[src/rtl/matrix_scroll_sequencer.sv]
// Scroll sequencer for an 8x8 LED matrix serializer: queues digit codes and
// steps a cur/next digit pair through shifts 0..7, one paced frame per shift.
module matrix_scroll_sequencer #(
    parameter int DEPTH     = 4,
    parameter int DIGIT_W   = 4,
    parameter int FRAME_GAP = 16
) (
    input  logic               clk,
    input  logic               reset,
    input  logic [DIGIT_W-1:0] digit_in,
    input  logic               digit_valid,
    output logic               digit_ready,
    input  logic               pause,
    output logic               frame_req,
    input  logic               frame_ack,
    input  logic               frame_done,
    output logic [DIGIT_W-1:0] cur_digit,
    output logic [DIGIT_W-1:0] next_digit,
    output logic               cur_blank,
    output logic               next_blank,
    output logic [2:0]         shift,
    output logic               active
);
    localparam int AW = $clog2(DEPTH);
    localparam int CW = AW + 1;
    localparam int GW = (FRAME_GAP > 1) ? $clog2(FRAME_GAP) : 1;

    typedef enum logic [1:0] {S_IDLE, S_REQ, S_WAIT, S_GAP} state_t;

    state_t               r_state, w_state_nx;
    logic [DIGIT_W-1:0]   r_mem [DEPTH];
    logic [AW-1:0]        r_wr, r_rd;
    logic [CW-1:0]        r_cnt;
    logic [GW-1:0]        r_gap, w_gap_nx;
    logic [DIGIT_W-1:0]   r_cur, r_next, w_cur_nx, w_next_nx;
    logic                 r_cb, r_nb, w_cb_nx, w_nb_nx;
    logic [2:0]           r_shift, w_shift_nx;
    logic                 w_full, w_empty, w_push, w_pop;
    logic [DIGIT_W-1:0]   w_head;

    assign w_full  = (r_cnt == CW'(DEPTH));
    assign w_empty = (r_cnt == '0);
    assign w_push  = digit_valid && !w_full;
    assign w_head  = r_mem[r_rd];

    // Storage is not reset; the pointers and count define what is valid.
    always_ff @(posedge clk) begin
        if (w_push) r_mem[r_wr] <= digit_in;
    end

    always_ff @(posedge clk or posedge reset) begin
        if (reset) begin
            r_wr  <= '0;
            r_rd  <= '0;
            r_cnt <= '0;
        end else begin
            if (w_push) r_wr <= r_wr + 1'b1;
            if (w_pop)  r_rd <= r_rd + 1'b1;
            case ({w_push, w_pop})
                2'b10:   r_cnt <= r_cnt + 1'b1;
                2'b01:   r_cnt <= r_cnt - 1'b1;
                default: r_cnt <= r_cnt;
            endcase
        end
    end

    always_ff @(posedge clk or posedge reset) begin
        if (reset) begin
            r_state <= S_IDLE;
            r_gap   <= '0;
            r_cur   <= '0;
            r_next  <= '0;
            r_cb    <= 1'b1;
            r_nb    <= 1'b1;
            r_shift <= 3'd0;
        end else begin
            r_state <= w_state_nx;
            r_gap   <= w_gap_nx;
            r_cur   <= w_cur_nx;
            r_next  <= w_next_nx;
            r_cb    <= w_cb_nx;
            r_nb    <= w_nb_nx;
            r_shift <= w_shift_nx;
        end
    end

    always_comb begin
        w_state_nx = r_state;
        w_gap_nx   = r_gap;
        w_cur_nx   = r_cur;
        w_next_nx  = r_next;
        w_cb_nx    = r_cb;
        w_nb_nx    = r_nb;
        w_shift_nx = r_shift;
        w_pop      = 1'b0;
        case (r_state)
            S_IDLE: begin
                if (!w_empty) begin
                    w_pop      = 1'b1;
                    w_next_nx  = w_head;
                    w_nb_nx    = 1'b0;
                    w_cb_nx    = 1'b1;
                    w_shift_nx = 3'd0;
                    w_state_nx = S_REQ;
                end
            end
            S_REQ: begin
                if (frame_ack) w_state_nx = S_WAIT;
            end
            S_WAIT: begin
                if (frame_done) begin
                    w_gap_nx   = GW'(FRAME_GAP - 1);
                    w_state_nx = S_GAP;
                end
            end
            S_GAP: begin
                if (!pause) begin
                    if (r_gap != '0) begin
                        w_gap_nx = r_gap - 1'b1;
                    end else if (r_shift != 3'd7) begin
                        w_shift_nx = r_shift + 3'd1;
                        w_state_nx = S_REQ;
                    end else begin
                        // End of a step: incoming digit becomes outgoing one.
                        w_cur_nx   = r_next;
                        w_cb_nx    = r_nb;
                        w_shift_nx = 3'd0;
                        if (!w_empty) begin
                            w_pop     = 1'b1;
                            w_next_nx = w_head;
                            w_nb_nx   = 1'b0;
                        end else begin
                            w_nb_nx   = 1'b1;
                        end
                        w_state_nx = (r_nb && w_empty) ? S_IDLE : S_REQ;
                    end
                end
            end
            default: w_state_nx = S_IDLE;
        endcase
    end

    assign digit_ready = !w_full;
    assign frame_req   = (r_state == S_REQ);
    assign active      = (r_state != S_IDLE);
    assign cur_digit   = r_cur;
    assign next_digit  = r_next;
    assign cur_blank   = r_cb;
    assign next_blank  = r_nb;
    assign shift       = r_shift;
endmodule

[config.mk]
export PLATFORM = sky130hd
export DESIGN_NAME = matrix_scroll_sequencer
export DESIGN_NICKNAME = d
export VERILOG_FILES = /design/src/rtl/matrix_scroll_sequencer.sv
export SDC_FILE = /design/constraint.sdc
export NUM_CORES = 1
export LEC_CHECK = 0
export ABC_AREA = 0
export CORE_ASPECT_RATIO = 0.9
export CORE_MARGIN = 8
export CORE_UTILIZATION = 40
export DETAILED_ROUTE_END_ITERATION = 12
export PLACE_DENSITY = 0.65
export SYNTH_ARGS = -nofsm -noshare
export SYNTH_HDL_FRONTEND = slang
export SYNTH_SLANG_ARGS = --single-unit
[constraint.sdc]
create_clock -name clk -period 2.7 [get_ports clk]
set_input_delay 0.81 -clock clk [delete_from_list [all_inputs] [get_ports clk]]
set_output_delay 0.81 -clock clk [all_outputs]
set_load 0.05 [all_outputs]
Yosys cells after proc, flatten, opt, wreduce, memory -nomap -nowiden
Memories as Yosys holds them, arrays and structs flattened.
Cells that the tools add are included.
- output and inout bits: 16
- memories kept: 1
- memory bits (writable): 16
- bits in registers: 26
- input port bits: 10
- logic and storage cells: 91
- add/sub/neg operators: 6
- reductions and logical operators: 16
- equality and inequality tests: 14
- muxes and demuxes: 41
- bitwise gates (word level): 3
- memory list (memory ; words ; width ; rd ports ; clocked after memory_dff ; wr ports ; RTL line ; source):
    r_mem ; 4 ; 4 ; 1 ; 0 ; 1 ; 31 ; logic [DIGIT_W-1:0] r_mem [DEPTH];
- operator list (kind ; count):
    4-bit 2-to-1 mux ; 7
    1-bit 2-to-1 mux ; 17
    4-bit one-hot mux with 2 select lines ; 2
    4-bit AND reduction ; 4
    3-bit 2-to-1 mux ; 4
    2-bit != test, second input constant ; 6
    3-bit one-hot mux with 2 select lines ; 2
    2-bit 2-to-1 mux ; 5
    5-bit AND reduction ; 2
    2-bit one-hot mux with 4 select lines ; 1
    2-bit nonzero test ; 4
    3-bit by 1-bit adder with 3-bit output, second input constant ; 2
    2-bit equality test, second input constant ; 3
    1-bit one-hot mux with 2 select lines ; 3
    2-bit by 1-bit adder with 2-bit output, second input constant ; 2
    2-bit by 1-bit equality test with 1-bit output, second input constant ; 2
    4-bit nonzero test ; 1
    4-bit by 1-bit subtractor with 4-bit output, second input constant ; 1
    3-bit equality test, second input constant ; 1
    3-bit logical NOT ; 1
    3-bit != test, second input constant ; 1
    1-bit inverter ; 3
    3-bit by 1-bit subtractor with 3-bit output, second input constant ; 1
    1-bit logical AND ; 2
    3 further kinds ; 3

Depth between registers and ports, before layout
Gate-level depths: netlist (run 1).
- depth in word-level cells: 8
- mapped depth: 11
- gate-level depth less buffers: 11

Worst setup path before layout (run 1)
OpenSTA, ideal clock, no wires.
- path type: flip-flop to flip-flop
- from: register r_shift[0] (netlist: shift[0])
- to: register r_cnt[2]
- cell stages (with the launch flop): 12
- clock period less this slack: 2.733 ns
- buffers on the path: 0
- arrival time: 2.654 ns
- library setup time: 0.079 ns
- path slack: -0.033 ns
- data required time: 2.621 ns
- path through: dfrtp_1 ha_1 ha_1 inv_1 nor4_4 o21a_1 ha_1 inv_1 fa_1 xor2_1 nor2_1 xor2_1
- longest elaborated chain between the ends: 7
- elaborated cells on any way between the ends: 9
- ends and longest elaborated chain (what ; RTL line ; source):
    start: declaration ; 37 ; logic [2:0] r_shift, w_shift_nx;
    start signal: assignment ; 83 ; r_shift <= w_shift_nx;
    3-bit != test (*) ; 120 ; end else if (r_shift != 3'd7) begin
    1-bit 2-to-1 mux (*) ; 120 ;
    1-bit 2-to-1 mux (*) ; 118 ; if (r_gap != '0) begin
    1-bit 2-to-1 mux (*) ; 117 ; if (!pause) begin
    1-bit one-hot mux with 2 select lines (*) ; 96 ; case (r_state)
    named net w_pop ; 38 ; logic w_full, w_empty, w_push, w_pop;
    2-bit by 1-bit equality test with 1-bit output / 2-bit equality test (equally long branches) ; 59 ; case ({w_push, w_pop})
    3-bit one-hot mux with 2 select lines / 2-bit nonzero test (equally long branches) ; - ;
    end signal: assignment ; 60 ; 2'b10: r_cnt <= r_cnt + 1'b1;
    end signal: assignment ; 61 ; 2'b01: r_cnt <= r_cnt - 1'b1;
    end signal: assignment ; 62 ; default: r_cnt <= r_cnt;
    end: declaration ; 33 ; logic [CW-1:0] r_cnt;
The timed path passes the listed nets; every way through them passes the cells marked *.
A chain may end at the register's enable or synchronous reset.

Final worst setup path (run 1)
- from: input port pause
- to: register r_cnt[2]
- longest elaborated chain between the ends: 4
- elaborated cells on any way between the ends: 6
- ends and longest elaborated chain (what ; RTL line ; source):
    start: declaration ; 13 ; input logic pause,
    1-bit 2-to-1 mux (*) ; 117 ;
    1-bit one-hot mux with 2 select lines (*) ; 96 ;
    named net w_pop ; 38 ;
    2-bit by 1-bit equality test with 1-bit output / 2-bit equality test (equally long branches) ; 59 ;
    3-bit one-hot mux with 2 select lines / 2-bit nonzero test (equally long branches) ; - ;
Marks and branches as above.

==> impl_summary.md, run 1 <==
Clock tree
The maximum level of the CTS H-tree is 2. The root buffer selected by CTS is clkbuf_8. The number of hold buffers added after CTS is 0. The number of clock sinks seen by CTS is 42.

Clock latency on the worst-skew pair, taken at its later pin, is 0.29 ns. The clock tree from TritonCTS is built. The buffer levels on the longest clock path is 2. The TritonCTS buffer count is 5. The CTS clock-pin slew for the worst setup and hold paths is roughly 0.080 ns.

Critical path
The cell depth of the worst flop-to-flop path is 11. The number of buffers and inverters on the critical path is 2. Walking the worst path, the cells encountered are clkdlybuf4s50_1, nor4_4, o21a_1, ha_1, inv_1, fa_1, xor2_1, nor2_1, xor2_1. The worst register-to-register path ends at r_cnt[2]$_DFFE_PP0P_. The cell depth of the worst setup path is 9. The critical path in this run is classified as in2reg. The startpoint of the worst register-to-register path is r_gap[0]$_DFFE_PP0P_. The largest individual stage delay along the critical path comes from the cell clkdlybuf4s50_1. The critical path arrival is between 2 and 3 ns. The delay of the slowest critical-path stage is 0.49 ns. The start point of the critical path is pause. The critical path ends at r_cnt[2]$_DFFE_PP0P_. In this run the worst path has a maximum fanout of 2.

The worst setup path is launched from an input pin. The most numerous cell on the critical path is xor2_1. At the worst endpoint, the required time is 2.92 ns. The kind of cell with the highest combined delay on the critical path is adder cells. The setup check on the worst reg-to-reg path leaves a slack of 0.15 ns.

The worst setup path is captured at a register.

Global routing
The aggregate global routing overflow is 0. The number of antenna violations at the first check in global routing is 0. In the global route stage, overall resource usage came out at 10.7%. The number of global-route vias before repair is 1470.

The first global-routing pass estimated 6.68 mm of wire. Entering global routing, the biggest net connects 16 pins.

Synth
In the synthesized netlist the async set-or-reset flop fraction comes to 61.9%. A synthesized cell averages 13.4 um^2. By area the synthesized netlist is led by dfrtp_1, edfxtp_1, ha_1. The post-synthesis instance area is 2070 um^2. Synthesis instantiated 38 different standard cells from the library. The share of the synthesized area in the top cell type is 29.0%.

Counting flops with a built-in enable in the synthesized netlist gives 16. The cell type contributing the most total cell area after synthesis is dfrtp_1. Synthesis inferred 42 register bits.

The share of the Yosys chip area taken by registers is approximately 55%. The post-synthesis cell count is approximately 150. Yosys printed 0 warnings. The net count of the mapped netlist is roughly 180.

The flip-flop cell with the highest count after synthesis is dfrtp_1.

Pwr
The peak supply drop is between 0.4 and 0.5 mV. The areal power density over the cells is 1130 nW/um^2. In this run the static leakage power is 1.10 nW.

Placed design
The count of placed standard cells including taps is about 250. The number of port buffers is 25. Routability-driven placement finished with a final weighted congestion of 0.760. The total half-perimeter wirelength after legalization and detailed placement is 3.04 mm. The worst setup slack before clock tree synthesis is -0.133 ns. Summing all placed instances gives a cell area of 2450 um^2.

Final layout
The final standard cell area without fillers is 2590 um^2. The layout overhead on the synthesized area is 25.2%. In the final layout, the share of cells above drive strength 1 is 23.1%.

The post-layout instance count excluding filler cells is roughly 260. The final layout contains roughly 220 nets. The repair_antennas step left the layout with diodes totalling 0.

STA
The count of final hold-check violations is 0. Of the available clock period, the critical path in the final layout requires 95.3%. Setup repair after global routing could not meet its margin everywhere. Setup violations remaining at the end of the flow were counted as 0. The upper clock frequency limit is 0.389 GHz. The clock arrives with between 0.002 and 0.0025 ns of skew. After layout, the minimum clock period comes to 2.57 ns. The total count of max-transition violations in the final report is 0. The final critical-path setup slack is around 0.13 ns. The actual slew at the worst max-slew pin is 0.646 ns.

In this run the tightest slew margin relative to its limit is between 50% and 60%.

Floorplanning
26 I/O pins were placed. The die width is 91.8 um. The floorplan die height is 84.2 um. The effective utilization at floorplan is 40.3%. The floorplan step defined a die boundary enclosing 7730 um^2. The floorplan has 25 rows. The total area inside the core boundary comes to 5130 um^2.

Drt
The routed layout has 1328 vias. The routed wire length per instance is 14.9 um. The iteration-0 DRC count of the detailed router is 58. The residual DRC count is 0.

Dividing the detail-routed via count by the number of cells gives 5.07. The total length of routed wires is between 3 and 4 mm. The count of nets left with antenna violations once routing finished came out at 0. The length of the first detailed-routing pass in iterations is 4.

Run status
The flow ran to the end, and the final reports show no timing, DRC or antenna violations.

Flow run
Max-cap violations in this run came to 0.

Worst hold path
The class of the tightest hold or removal check is reg2reg.
==> cells by family after synthesis <==
| group | synth area share, % |
|---|---|
| XOR/XNOR | 2.54 |
| buffers and inverters | 3.63 |
| AND/OR/NAND/NOR | 10.8 |
| flip-flops | 54.8 |
| AO/OA/AOI/OAI | 7.99 |
| adder cells (fa/ha/maj) | 9.44 |
| multiplexers | 10.8 |
==> cells in the final DEF (no fill, tap or decap), drive strengths merged, types with 4 or more instances in the layout <==
cell,synthesis,final
mux4,4,4
o21ai,4,4
and3,5,5
dfrtp,24,24
nor3,5,5
edfxtp,16,16
mux2,10,10
nand2,6,6
clkdlybuf4s50,0,22
a21oi,4,4
buf,1,12
clkbuf,2,5
nand3,4,4
ha,14,14
inv,15,16
==> area by class of cell <==
class,instances,area [um^2]
clock buffers,5,68.8
clock inverters,3,48.8
fillers,447,2540
inverters,15,56.3
multi-input cells,94,860
flip-flops and latches,42,1140
well taps,67,83.8
repair buffers,36,335
==> registers in the layout, summed over array words and instances (netlist names), 2 cells and up <==
name / count
r_wr: 2
r_rd: 2
r_mem: 16
next_digit: 4
shift: 3
r_cnt: 3
r_gap: 4
r_state: 2
cur_digit: 4
==> worst min path at each step <==
stage	slack (ns)	startpoint	depth (start not counted)	end
floorplan	0.46	r_cnt[0]$_DFFE_PP0P_	1	r_cnt[0]$_DFFE_PP0P_
global placement	0.47	r_cnt[0]$_DFFE_PP0P_	1	r_cnt[0]$_DFFE_PP0P_
detailed placement	0.50	cur_digit[0]$_DFFE_PP0P_	1	cur_digit[0]$_DFFE_PP0P_
CTS	0.51	r_cnt[2]$_DFFE_PP0P_	1	r_cnt[2]$_DFFE_PP0P_
global route	0.53	r_cnt[2]$_DFFE_PP0P_	1	r_cnt[2]$_DFFE_PP0P_
finish	0.51	r_cnt[2]$_DFFE_PP0P_	1	r_cnt[2]$_DFFE_PP0P_
==> worst register-to-register path: cells and delay by family (launching register included) <==
kind / cells / cell delay [ns]
buffers and inverters: 2 / 0.16
flip-flops: 1 / 0.43
AND/OR/NAND/NOR: 3 / 0.69
adder cells (fa/ha/maj): 3 / 0.73
XOR/XNOR: 2 / 0.29
AO/OA/AOI/OAI: 1 / 0.18
==> where the power goes <==
part,switching (mW),internal [mW],total [mW]
registers,0.171,0.871,1.04
clock network,0.225,0.281,0.507
logic,0.770,0.609,1.38
total,1.17,1.76,2.93
==> through the flow <==
| step | power (mW) | setup TNS (ns) | util (%) | hold WS (ns) |
|---|---|---|---|---|
| 5_1_grt | 3.12 | -0.0202 | 50.5 | 0.529 |
| 3_5_place_dp | 2.42 | -0.133 | 47.8 | 0.501 |
| 2_1_floorplan | 2.04 | 0 | - | 0.460 |
| 6_report | 2.93 | 0 | 50.5 | 0.506 |
| 4_1_cts | 2.95 | 0 | 50.1 | 0.506 |
| 3_3_place_gp | 2.35 | -0.103 | 47.8 | 0.475 |
==> synthesized netlist by cell type, types with 2 or more instances <==
library cell	instances
a31oi_1	3
edfxtp_1	16
clkbuf_1	2
inv_1	15
xnor2_1	3
a21oi_1	4
mux2_2	10
a21o_1	2
a211oi_1	3
mux4_2	4
nor3_1	3
and3_1	5
o21ai_0	4
o211ai_1	3
mux2i_1	2
nor2_1	3
nand2b_1	2
nand2_1	6
dfrtp_1	24
nor3_2	2
ha_1	14
dfstp_2	2
nor4_2	2
xor2_1	3
nand3_1	4
==> per-layer routing <==
layer | GRT usage [%] | routed length [um] | vias to the layer above
met2 | 18.5 | 2010 | 21
met1 | 11.8 | 1660 | 661
met4 | 5.12 | 85 | 0
met5 | 0 | 0 | -
li1 | - | - | 638
met3 | 3.21 | 140 | 8
==> timing repair <==
action | 4_1_cts | 5_1_grt
resized for setup | 0 | 2
setup buffers | 0 | 2
setup endpoints to repair | 0 | 3
No activity file was read; power rests on OpenSTA's default activity.
==> run 2, diff against run 1 <==
- SETUP_SLACK_MARGIN: unset -> 0.2
==> run 2 against run 1 <==
Against the previous run:
- clock skew grew 0.0016 ns
- maximum frequency increased by 3.8%
- first-iteration DRC count fell by 5.2%
- worst hold slack worse by 0.0010 ns
- via count down 2.1%
- power fell by 2.5%
- routed wire length is 1.6% lower
- sequential share of layout area is 0.11 points higher
==> impl_summary.md, run 2 (synthesis gave the netlist of run 1 again) <==
Critical path
The kind of cell with the highest combined delay on the critical path is adder cells. Counting stages on the worst path, the most repeated cell is xor2_1. The category of the most critical setup path is in2reg. The required time reported for the critical path endpoint was 2.92 ns (about the same). The slowest stage cell on the critical path is clkdlybuf4s50_1.

The number of buffers and inverters on the critical path is 2 (unchanged). The worst setup path is launched from an input pin. The delay of the slowest critical-path stage is 0.46 ns (-0.03 ns).

The critical path goes through clkdlybuf4s50_1, nor4_4, o21a_1, ha_2, inv_1, fa_2, xor2_1, nor2_1, xor2_1. The critical path arrival is 2.70 ns (-0.10 ns). The highest net fanout along the worst path is 2 (unchanged). The worst setup path is captured at a register.

Clock tree
The CTS clock-pin slew for the worst setup and hold paths was 0.08 ns (about the same). The TritonCTS buffer count is 5 (unchanged). The maximum level of the CTS H-tree came to 2 (unchanged). The buffer levels on the longest clock path is 2 (unchanged). The root buffer selected by CTS is clkbuf_8. The clock latency on the worst-skew pair came to 0.29 ns (about the same). The number of clock sinks seen by CTS was 42 (unchanged). TritonCTS built the clock tree. The number of hold buffers added after CTS is 0 (unchanged).

Drt
The via count was 1300 (-2.1%). The length of the first detailed-routing pass in iterations was 4 (unchanged). The residual DRC count is 0 (unchanged). The routed via count divided by cell count came to 4.98 (-1.7%).

The post-route antenna net violation count came to 0 (unchanged). The total length of routed wires was 3.83 mm (-1.6%). The routed wire length per instance came to 14.7 um (-1.2%).

The iteration-0 DRC count of the detailed router was 55 (-5.2%).

STA
Setup repair after global routing could not meet its margin everywhere. The upper clock frequency limit is 0.403 GHz (+3.8%). The number of endpoints failing setup at the final stage is 0 (unchanged). The setup skew after layout is 0.00408 ns (+0.00164 ns). The total count of max-transition violations in the final report is 0 (unchanged). The minimum clock period is 2.48 ns (-0.0930 ns).

The final critical-path share of the clock period is 91.8% (-3.4 points). The count of final hold-check violations is 0 (unchanged). The worst hold margin is 0.505 ns (-0.00105 ns). The final critical-path setup slack came to 0.221 ns (+0.0930 ns). The headroom to the max-slew limit was 62.3% (+5.5 points). The actual slew at the worst max-slew pin is 0.561 ns (-0.0850 ns). The total negative slack for setup checks is 0 ns (unchanged).

Placed design
The total placed instance area is 2480 um^2 (+1.1%). The number of port buffers is 25 (unchanged). The total half-perimeter wirelength after legalization and detailed placement came to 2.97 mm (-2.4%). The global placer's final weighted congestion is 0.792 (+4.2%). The worst setup slack before clock tree synthesis is -0.126 ns (+0.00652 ns).

Global routing
The aggregate global routing overflow is 0 (unchanged). The number of global-route vias before repair was 1373 (-6.6%). The wire length of the first global-routing pass is 6.55 mm (-2.0%). The combined global-route utilization of all metal layers is 10.6% (-0.14 points). The pin count of the biggest net entering global routing is 27 (+11). The number of antenna violations at the first check in global routing was 0 (unchanged).

Floorplanning
The effective utilization at floorplan is 40.3% (unchanged). The total I/O pin count is 26 (unchanged). The floorplan die area came to 7730 um^2 (unchanged). The number of cell rows is 25 (unchanged).

The floorplan die height was 84.2 um (unchanged). The die width came to 91.8 um (unchanged). The placeable core region was 5130 um^2 (unchanged).

Final layout
The largest register by flop count is r_mem. Leaving out fill and tap cells, the most frequent cell in the layout is dfrtp_1. The layout overhead on the synthesized area is 25.0%. The proportion of layout cells with a drive suffix above 1 came to 25.8% (+2.7 points). The share of the core filled with cells in the final layout is 50.4% (-0.073 points). The number of antenna cells inserted came to 0 (unchanged). The number of nets in the final layout is 218 (-0.46%). The number of flip-flops under the largest register name is 16 (unchanged). The number of fillers in the final layout is 453 (+1.3%). The final standard cell area without fillers is 2580 um^2 (-0.14%). Leaving out fill and tap cells, the most frequent cells in the layout are dfrtp_1, clkdlybuf4s50_1, edfxtp_1, inv_1.

Pwr
The leakage dissipation is 1.07 nW (-2.6%). The areal power density over the cells was 1100 nW/um^2 (-2.3%). The peak supply drop is 0.413 mV (-15%).

Worst hold path
The class of the tightest hold or removal check is reg2reg.

Flow run
The number of max-cap violations is 0 (unchanged).

Run status
The flow ran to the end, and the final reports show no timing, DRC or antenna violations.
[run 2: changes by cell type in the layout (fill, tap and decap cells not counted), moves of 2 or more]
| cell | before | now |
|---|---|---|
| clkdlybuf4s50_1 | 22 | 20 |
| ha_1 | 14 | 11 |
| ha_4 | 0 | 2 |
| dlymetal6s2s_1 | 2 | 0 |
| dlygate4sd2_1 | 0 | 4 |
[run 2: routing by layer]
| layer | global-route usage [%] | share of wire [%] | vias up |
|---|---|---|---|
| met3 | 3.21 | 4.2 | 9 |
| met5 | 0 | 0 | - |
| met1 | 12.7 | 45 | 628 |
| met2 | 17.2 | 49 | 25 |
| met4 | 4.53 | 1.6 | 0 |
| li1 | - | - | 638 |
[run 2: worst paths after layout]
kind                                      start               endpoint  slack, ns  depth (start not counted)
max                                       pause   r_cnt[2]$_DFFE_PP0P_       0.22                          9
min                        r_cnt[0]$_DFFE_PP0P_   r_cnt[0]$_DFFE_PP0P_       0.51                          1
max reg2reg                r_gap[0]$_DFFE_PP0P_   r_cnt[2]$_DFFE_PP0P_       0.23                         11
min reg2reg                r_cnt[0]$_DFFE_PP0P_   r_cnt[0]$_DFFE_PP0P_       0.51                          1
max in group asynchronous                 reset  cur_blank$_DFFE_PP1P_       1.54                          3
min in group asynchronous                 reset    r_wr[0]$_DFFE_PP0P_       0.86                          3
[run 2: through the flow]
step / total power [mW] / instances
global placement: 2.35 / 251
finish: 2.85 / 261
global route: 3.08 / 261
CTS: 2.89 / 261
detailed placement: 2.44 / 251
floorplan: 2.06 / 154
[run 2: layout make-up]
cell class	count	area [um^2]	share of cell area, %
clock inverters	3	28.8	1.11
multi-input cells	94	890	34.4
well taps	67	83.8	3.24
repair buffers	35	318	12.3
inverters	15	58.8	2.27
clock buffers	5	68.8	2.66
flip-flops and latches	42	1140	44.0
[run 2: repair_timing]
item | in CTS | in global routing
buffers inserted | 2 | 0
endpoints found under the setup margin | 5 | 1
resized for setup | 4 | 0
pin swaps | 2 | 0
gates cloned | 0 | 0
[run 2: worst register-to-register path, delay by kind of cell, from the launching register on]
| kind | cells | cell delay, ns |
|---|---|---|
| AO/OA/AOI/OAI | 1 | 0.18 |
| adder cells (fa/ha/maj) | 3 | 0.69 |
| AND/OR/NAND/NOR | 3 | 0.70 |
| buffers and inverters | 2 | 0.13 |
| flip-flops | 1 | 0.39 |
| XOR/XNOR | 2 | 0.31 |
[run 2: power by group]
| part | switching (mW) | total [mW] | internal [mW] | leakage, nW |
|---|---|---|---|---|
| Combinational | 0.773 | 1.38 | 0.605 | 0.570 |
| Clock | 0.237 | 0.431 | 0.193 | 0.0506 |
| Sequential | 0.175 | 1.05 | 0.871 | 0.449 |
==> run 3, diff against run 2 <==
- SKIP_LAST_GASP: unset -> 1
==> results of run 3 <==
Same layout as run 2: the final DEF is identical, and so are final timing and power.
